## src/rtl/pid_mac_sequencer_pkg.sv

```systemverilog
// Shared types and helpers for the PID MAC sequencer.
// Holds the state encoding, the saturating adder and the counter-width helper.
package pid_mac_sequencer_pkg;

    typedef enum logic [3:0] {
        ST_IDLE,
        ST_UPDATE,
        ST_ISSUE_P,
        ST_WAIT_P,
        ST_ISSUE_I,
        ST_WAIT_I,
        ST_ISSUE_D,
        ST_WAIT_D,
        ST_OUTPUT
    } state_e;

    // Adds two sign-extended words and clamps to a signed range of 'width' bits (width <= 31).
    function automatic logic signed [31:0] satAdd(
        input logic signed [31:0] a,
        input logic signed [31:0] b,
        input int unsigned        width
    );
        logic signed [31:0] sum;
        logic signed [31:0] maxVal;
        logic signed [31:0] minVal;
        sum    = a + b;
        maxVal = (32'sd1 <<< (width - 1)) - 32'sd1;
        minVal = -(32'sd1 <<< (width - 1));
        if (sum > maxVal) begin
            return maxVal;
        end
        if (sum < minVal) begin
            return minVal;
        end
        return sum;
    endfunction

    function automatic int clog2(input int unsigned value);
        int          result;
        int unsigned span;
        result = 0;
        span   = 1;
        while (span < value) begin
            span = span << 1;
            result++;
        end
        return result;
    endfunction

endpackage

```

## src/rtl/pid_mac_sequencer_if.sv

```systemverilog
// Bus between the PID sequencer (master) and the shared serial MAC (slave).
interface pid_mac_sequencer_if #(
    parameter int N = 4
);
    logic                  mul_start;
    logic signed [2*N-1:0] mul_a;
    logic signed [2*N-1:0] mul_b;
    logic signed [2*N-1:0] mul_acc;
    logic                  mul_done;
    logic signed [2*N-1:0] mul_out;

    modport master (
        output mul_start, mul_a, mul_b, mul_acc,
        input  mul_done, mul_out
    );

    modport slave (
        input  mul_start, mul_a, mul_b, mul_acc,
        output mul_done, mul_out
    );
endinterface

```

## src/rtl/pid_term_update.sv

```systemverilog
// Computes the saturated next integral and derivative terms and holds them
// for the duration of one PID update.
module pid_term_update
    import pid_mac_sequencer_pkg::*;
#(
    parameter int N = 4
) (
    input  logic                  clk_i,
    input  logic                  rstn_i,
    input  logic                  load_i,
    input  logic signed [2*N-1:0] err_i,
    input  logic signed [2*N-1:0] integ_i,
    input  logic signed [2*N-1:0] errPrev_i,
    output logic signed [2*N-1:0] integNext_o,
    output logic signed [2*N-1:0] deriv_o
);
    localparam int DW = 2 * N;

    logic signed [DW-1:0] integNext_d, integNext_q;
    logic signed [DW-1:0] deriv_d, deriv_q;

    always_comb begin
        integNext_d = DW'(satAdd(32'(integ_i), 32'(err_i), DW));
        deriv_d     = DW'(satAdd(32'(err_i), -32'(errPrev_i), DW));
    end

    always_ff @(posedge clk_i) begin
        if (!rstn_i) begin
            integNext_q <= '0;
            deriv_q     <= '0;
        end else if (load_i) begin
            integNext_q <= integNext_d;
            deriv_q     <= deriv_d;
        end
    end

    assign integNext_o = integNext_q;
    assign deriv_o     = deriv_q;

endmodule

```

## src/rtl/pid_mac_sequencer.sv

```systemverilog
// Runs one PID update per error sample as three chained jobs on the shared MAC
// (Kp*e, Ki*I, Kd*D), with watchdog abort and overrun detection.
module pid_mac_sequencer
    import pid_mac_sequencer_pkg::*;
#(
    parameter int N       = 4,
    parameter int TIMEOUT = 1023
) (
    input  logic                  clk_i,
    input  logic                  rstn_i,
    input  logic                  start_strb_i,
    input  logic signed [2*N-1:0] err_i,
    input  logic signed [2*N-1:0] kp_i,
    input  logic signed [2*N-1:0] ki_i,
    input  logic signed [2*N-1:0] kd_i,
    pid_mac_sequencer_if.master   mac,
    output logic [2*N-1:0]        duty_o,
    output logic                  done_strb_o,
    output logic                  busy_o,
    output logic                  timeout_o,
    output logic                  overrun_o
);
    localparam int DW  = 2 * N;
    localparam int WDW = clog2(TIMEOUT + 1);

    state_e               state_q, state_d;
    logic signed [DW-1:0] err_q, err_d, kp_q, kp_d, ki_q, ki_d, kd_q, kd_d;
    logic signed [DW-1:0] integ_q, integ_d, ePrev_q, ePrev_d;
    logic signed [DW-1:0] mulA_q, mulA_d, mulB_q, mulB_d, mulAcc_q, mulAcc_d;
    logic [DW-1:0]        duty_q, duty_d;
    logic                 mulStart_q, mulStart_d, doneStrb_q, doneStrb_d;
    logic                 timeout_q, timeout_d, overrun_q, overrun_d;
    logic [WDW-1:0]       wdog_q, wdog_d;
    logic signed [DW-1:0] integNext, deriv;

    pid_term_update #(.N(N)) u_termUpdate (
        .clk_i       (clk_i),
        .rstn_i      (rstn_i),
        .load_i      (state_q == ST_UPDATE),
        .err_i       (err_q),
        .integ_i     (integ_q),
        .errPrev_i   (ePrev_q),
        .integNext_o (integNext),
        .deriv_o     (deriv)
    );

    always_comb begin
        state_d    = state_q;
        err_d      = err_q;
        kp_d       = kp_q;
        ki_d       = ki_q;
        kd_d       = kd_q;
        integ_d    = integ_q;
        ePrev_d    = ePrev_q;
        mulA_d     = mulA_q;
        mulB_d     = mulB_q;
        mulAcc_d   = mulAcc_q;
        duty_d     = duty_q;
        mulStart_d = 1'b0;
        doneStrb_d = 1'b0;
        timeout_d  = timeout_q;
        overrun_d  = overrun_q;
        wdog_d     = wdog_q;

        if (start_strb_i && (state_q != ST_IDLE)) begin
            overrun_d = 1'b1;
        end

        case (state_q)
            ST_IDLE: begin
                if (start_strb_i) begin
                    err_d     = err_i;
                    kp_d      = kp_i;
                    ki_d      = ki_i;
                    kd_d      = kd_i;
                    timeout_d = 1'b0;
                    state_d   = ST_UPDATE;
                end
            end
            ST_UPDATE: begin
                mulA_d     = kp_q;
                mulB_d     = err_q;
                mulAcc_d   = '0;
                mulStart_d = 1'b1;
                wdog_d     = '0;
                state_d    = ST_ISSUE_P;
            end
            ST_ISSUE_P: state_d = ST_WAIT_P;
            ST_ISSUE_I: state_d = ST_WAIT_I;
            ST_ISSUE_D: state_d = ST_WAIT_D;
            ST_WAIT_P, ST_WAIT_I, ST_WAIT_D: begin
                // The captured result becomes the next job's accumulator preload.
                if (mac.mul_done) begin
                    mulAcc_d   = mac.mul_out;
                    mulStart_d = 1'b1;
                    wdog_d     = '0;
                    if (state_q == ST_WAIT_P) begin
                        mulA_d  = ki_q;
                        mulB_d  = integNext;
                        state_d = ST_ISSUE_I;
                    end else if (state_q == ST_WAIT_I) begin
                        mulA_d  = kd_q;
                        mulB_d  = deriv;
                        state_d = ST_ISSUE_D;
                    end else begin
                        mulStart_d = 1'b0;
                        duty_d     = mac.mul_out[DW-1] ? '0 : mac.mul_out;
                        doneStrb_d = 1'b1;
                        state_d    = ST_OUTPUT;
                    end
                end else if (wdog_q == WDW'(TIMEOUT - 1)) begin
                    timeout_d = 1'b1;
                    state_d   = ST_IDLE;
                end else begin
                    wdog_d = wdog_q + 1'b1;
                end
            end
            ST_OUTPUT: begin
                integ_d = integNext;
                ePrev_d = err_q;
                state_d = ST_IDLE;
            end
            default: state_d = ST_IDLE;
        endcase
    end

    always_ff @(posedge clk_i) begin
        if (!rstn_i) begin
            state_q    <= ST_IDLE;
            err_q      <= '0;
            kp_q       <= '0;
            ki_q       <= '0;
            kd_q       <= '0;
            integ_q    <= '0;
            ePrev_q    <= '0;
            mulA_q     <= '0;
            mulB_q     <= '0;
            mulAcc_q   <= '0;
            duty_q     <= '0;
            mulStart_q <= 1'b0;
            doneStrb_q <= 1'b0;
            timeout_q  <= 1'b0;
            overrun_q  <= 1'b0;
            wdog_q     <= '0;
        end else begin
            state_q    <= state_d;
            err_q      <= err_d;
            kp_q       <= kp_d;
            ki_q       <= ki_d;
            kd_q       <= kd_d;
            integ_q    <= integ_d;
            ePrev_q    <= ePrev_d;
            mulA_q     <= mulA_d;
            mulB_q     <= mulB_d;
            mulAcc_q   <= mulAcc_d;
            duty_q     <= duty_d;
            mulStart_q <= mulStart_d;
            doneStrb_q <= doneStrb_d;
            timeout_q  <= timeout_d;
            overrun_q  <= overrun_d;
            wdog_q     <= wdog_d;
        end
    end

    assign mac.mul_start = mulStart_q;
    assign mac.mul_a     = mulA_q;
    assign mac.mul_b     = mulB_q;
    assign mac.mul_acc   = mulAcc_q;
    assign duty_o        = duty_q;
    assign done_strb_o   = doneStrb_q;
    assign busy_o        = (state_q != ST_IDLE);
    assign timeout_o     = timeout_q;
    assign overrun_o     = overrun_q;

endmodule

```

## src/flat_wrapper.sv

```systemverilog
// flat-port wrapper written by rule: the top's interface ports become plain ports
module pid_mac_sequencer_flat import pid_mac_sequencer_pkg::*;
#(
    parameter int N       = 4,
    parameter int TIMEOUT = 1023
)
  (clk_i, rstn_i, start_strb_i, err_i, kp_i, ki_i, kd_i, duty_o, done_strb_o, busy_o, timeout_o, overrun_o, mac_mul_start, mac_mul_a, mac_mul_b, mac_mul_acc, mac_mul_done, mac_mul_out);
  pid_mac_sequencer_if #(.N(N)) mac_i ();
  input  logic clk_i;
  input  logic rstn_i;
  input  logic start_strb_i;
  input  logic signed [2*N-1:0] err_i;
  input  logic signed [2*N-1:0] kp_i;
  input  logic signed [2*N-1:0] ki_i;
  input  logic signed [2*N-1:0] kd_i;
  output logic [2*N-1:0] duty_o;
  output logic done_strb_o;
  output logic busy_o;
  output logic timeout_o;
  output logic overrun_o;
  output wire logic [$bits(mac_i.mul_start)-1:0] mac_mul_start;
  output wire logic [$bits(mac_i.mul_a)-1:0] mac_mul_a;
  output wire logic [$bits(mac_i.mul_b)-1:0] mac_mul_b;
  output wire logic [$bits(mac_i.mul_acc)-1:0] mac_mul_acc;
  input wire logic [$bits(mac_i.mul_done)-1:0] mac_mul_done;
  input wire logic [$bits(mac_i.mul_out)-1:0] mac_mul_out;
  assign mac_mul_start = mac_i.mul_start;
  assign mac_mul_a = mac_i.mul_a;
  assign mac_mul_b = mac_i.mul_b;
  assign mac_mul_acc = mac_i.mul_acc;
  assign mac_i.mul_done = mac_mul_done;
  assign mac_i.mul_out = mac_mul_out;
  pid_mac_sequencer #(.N(N), .TIMEOUT(TIMEOUT)) u_core (.clk_i(clk_i), .rstn_i(rstn_i), .start_strb_i(start_strb_i), .err_i(err_i), .kp_i(kp_i), .ki_i(ki_i), .kd_i(kd_i), .mac(mac_i), .duty_o(duty_o), .done_strb_o(done_strb_o), .busy_o(busy_o), .timeout_o(timeout_o), .overrun_o(overrun_o));
endmodule
```

## config.mk

```make
export PLATFORM = sky130hd
export DESIGN_NAME = pid_mac_sequencer_flat
export DESIGN_NICKNAME = d
export VERILOG_FILES = /design/src/rtl/pid_mac_sequencer_pkg.sv /design/src/rtl/pid_mac_sequencer_if.sv /design/src/rtl/pid_term_update.sv /design/src/rtl/pid_mac_sequencer.sv /design/src/flat_wrapper.sv
export SDC_FILE = /design/constraint.sdc
export NUM_CORES = 1
export LEC_CHECK = 0
export BUFFER_PORTS_ARGS = -buffer_cell sky130_fd_sc_hd__buf_4
export CAP_MARGIN = 0
export CORE_ASPECT_RATIO = 0.6
export CORE_MARGIN = 2
export CORE_UTILIZATION = 45
export CTS_BUF_LIST = sky130_fd_sc_hd__clkbuf_2 sky130_fd_sc_hd__clkbuf_4 sky130_fd_sc_hd__clkbuf_8
export CTS_CLUSTER_SIZE = 28
export DETAILED_ROUTE_END_ITERATION = 16
export PLACE_DENSITY_LB_ADDON = 0.05
export SLEW_MARGIN = 0
export SYNTH_ARGS = -nofsm -noshare
export SYNTH_HDL_FRONTEND = slang
export SYNTH_SLANG_ARGS = --single-unit
```

## constraint.sdc

```tcl
create_clock -name clk_i -period 4.5 [get_ports clk_i]
set_input_delay 0.9 -clock clk_i [delete_from_list [all_inputs] [get_ports clk_i]]
set_output_delay 0.9 -clock clk_i [all_outputs]
set_load 0.01 [all_outputs]
```

==> results.yml <==
status:
  status: "finished clean"
synthesis:
  yosysMostFrequentCell: "dfxtp_1"
  syn_inst: 674
  synth_cell_types: 71
  synth_top_area_share_pct: 39.6
  yosysSeqAreaShare_pct: 39.6
  syn_area_mm2: 0.00571
  synth_top_area_cell: "dfxtp_1"
  postSynthAreaPerCell_um2: 8.47
  synth_edf_count: 0
  synth_area_leaders: "dfxtp_1 (40%), nand2_1 (7.3%), a21oi_1 (7.1%), nor2_1 (4.8%), fa_1 (4.2%)"
  netlist_top_cells_count: "dfxtp_1 (113), nand2_1 (111), a21oi_1 (81)"
  synth-async-reset-ratio_pct: 0
  synth_nets: 748
  synth_ff_type: "dfxtp_1"
  ys_ff_latch: 113
  yosys_warnings: 0
clock_tree:
  cts_root_buffer: "clkbuf_8"
  cts_tree: "built"
  h-tree-depth: 4
  hold_buffers: 0
  cts_sinks: 113
  cts.clk_slew.worst_paths_ns: 0.08
  cts_setup_buffers: 0
  numCtsBuffers: 17
  clkLatencyLatePin_ns: 0.44
  clock_path_buffers: 2
  ctsResizeCount: 0
finish:
  nNetsFinal: 814
  final_util_pct: 55.3
  drive_gt1_share_pct: 18.1
  fin_cells: 918
  largest_register_ff_count: 10
  largest_register: "u_core.wdog_q"
  syn2layout_area_growth_pct: 18.4
  antenna_cells: 0
  finalInstanceArea_mm2: 0.00676
worst_setup_path:
  critical_path_class: "reg2reg"
  critPathCaptureType: "register"
  worstSetupStartpointType: "register"
  cp_max_fo: 7
  worstPathRequired_ns: 4.81
  crit_arrival_ns: 4.26
  rr_worst_depth: 16
sta:
  maxSlewHeadroom_pct: 20.0
  report.final.slew_viol_count: 0
  finalClockSkew_ns: 0.0159
  whs_ns: 0.457
  finalHoldViolCount: 0
  rsz0062_at_grt: "no"
  timing.setup.tns_ns: 0
  fin_crit_sh_pct: 87.6
  layout_setup_ws_ns: 0.558
  fmax_ghz: 0.254
  fin_crit_ns: 3.94
  tightestPinTransition_ns: 1.20
  setup_viol_count_final: 0
global_route:
  track_usage_pct: 23.6
  grt_pass1_vias: 4807
  grt_pass1_wl_um: 24900
  grt_max_degree: 87
  antenna_found_initial: 0
  overflow: 0
routing:
  ant_nets: 0
  dr.first_iter.drc_count: 463
  wl_per_cell_um: 16.8
  dr.pass1.iters: 5
  avgViaCountPerCell: 5.51
  routed_wl_um: 15400
  drcViolationCount: 0
  vias: 5061
floorplan:
  initial_core_util_pct: 46.7
  die_w_um: 149
  rows: 31
  die-area_mm2: 0.0136
  pin_count: 81
  core_region_area_mm2: 0.0122
  die_h_um: 91.2
place:
  placed_area_mm2: 0.00635
  dp.cells: 886
  place_ws_ns: 0.643
  dpl.hpwl_um: 11100
  finalWeightedCongestion: 0.869
  io_buffers: 79
pwr:
  power_mw: 2.56
  vdd_ir_drop_max_mv: 0.184
  p_leak_nw: 2.63
  pwr_density_cell_mw_per_mm2: 379
flow_run:
  max_cap_violations: 0
min_path:
  hold_class: "reg2reg"
  min_path_cells: 2
[final timing paths]
path                                      start                             end  slack (ns)
worst max register to register  u_core.err_q[0]  u_core.u_termUpdate.deriv_o[1]        0.56
worst max-delay path            u_core.err_q[0]  u_core.u_termUpdate.deriv_o[1]        0.56
worst min register to register   u_core.kd_q[0]                  u_core.kd_q[0]        0.46
worst min-delay path             u_core.kd_q[0]                  u_core.kd_q[0]        0.46
[worst max-delay path, cell delays in order, from the launching register on]
cell and delay (ns):
dfxtp_1 0.43, inv_1 0.07, ha_1 0.22, fa_1 0.40
nand2b_1 0.18, a21o_1 0.19, a21oi_1 0.21, o21ai_0 0.14
nand2b_1 0.19, inv_1 0.09, fa_1 0.57, and4b_1 0.21
nand4_1 0.10, nor4_1 0.31, o21ai_1 0.11, nor2_2 0.29
o2bb2ai_1 0.12
[layer usage]
layer  wire (µm)  share of wire (%)  track usage (%)  vias to the layer above
met3         886                5.8             5.08                       17
met5           0                  0                0                        -
met4         148               0.96             7.94                        0
met2        6220                 40             31.8                      131
met1        8140                 53             36.4                     2403
li1            -                  -                -                     2510
[where the power goes]
part | total (mW) | switching (mW) | internal [mW]
Combinational | 0.483 | 0.293 | 0.190
Sequential | 1.10 | 0.0462 | 1.05
Clock | 0.980 | 0.467 | 0.513
Total | 2.56 | 0.805 | 1.76
[cells in the final DEF (no fill, tap or decap), types with 3 or more instances in the layout]
cell type / n
nand2b_1: 8
o21ai_0: 16
o21ai_1: 9
inv_1: 17
a32o_1: 9
and3_1: 5
clkinv_4: 7
buf_4: 82
xor2_1: 9
a21o_1: 5
a22oi_1: 7
nor2b_1: 4
nand4_1: 3
o2bb2ai_1: 7
nand3_1: 9
inv_2: 3
ha_1: 18
mux2i_1: 12
clkbuf_8: 18
o22ai_1: 9
nor4b_1: 3
and4_1: 3
o21a_1: 3
nor3_1: 12
fa_1: 12
nand2_1: 111
nor2_1: 73
dfxtp_1: 113
and2_1: 3
a211oi_1: 18
a21oi_1: 81
a22o_1: 8
xnor2_1: 4
[cells by family (layout without fill, tap and decap cells)]
family                   after synthesis  after routing  synth area share, %
AND/OR/NAND/NOR                      254            254                 20.9
AO/OA/AOI/OAI                        194            194                 22.3
flip-flops                           113            113                 39.6
buffers and inverters                 56            135                 4.60
adder cells (fa/ha/maj)               30             30                 8.15
XOR/XNOR                              13             13                 1.99
multiplexers                          13             13                 2.35
other                                  1              1               0.0657
[layout make-up]
type | count | area (µm²)
Timing Repair Buffer | 82 | 616
Sequential cell | 113 | 2260
Tap cell | 165 | 206
Clock inverter | 14 | 156
Clock buffer | 18 | 248
Inverter | 21 | 81.3
Fill cell | 1171 | 5460
Multi-Input combinational cell | 505 | 3190
Note: power is estimated with default switching activity, not from simulation.
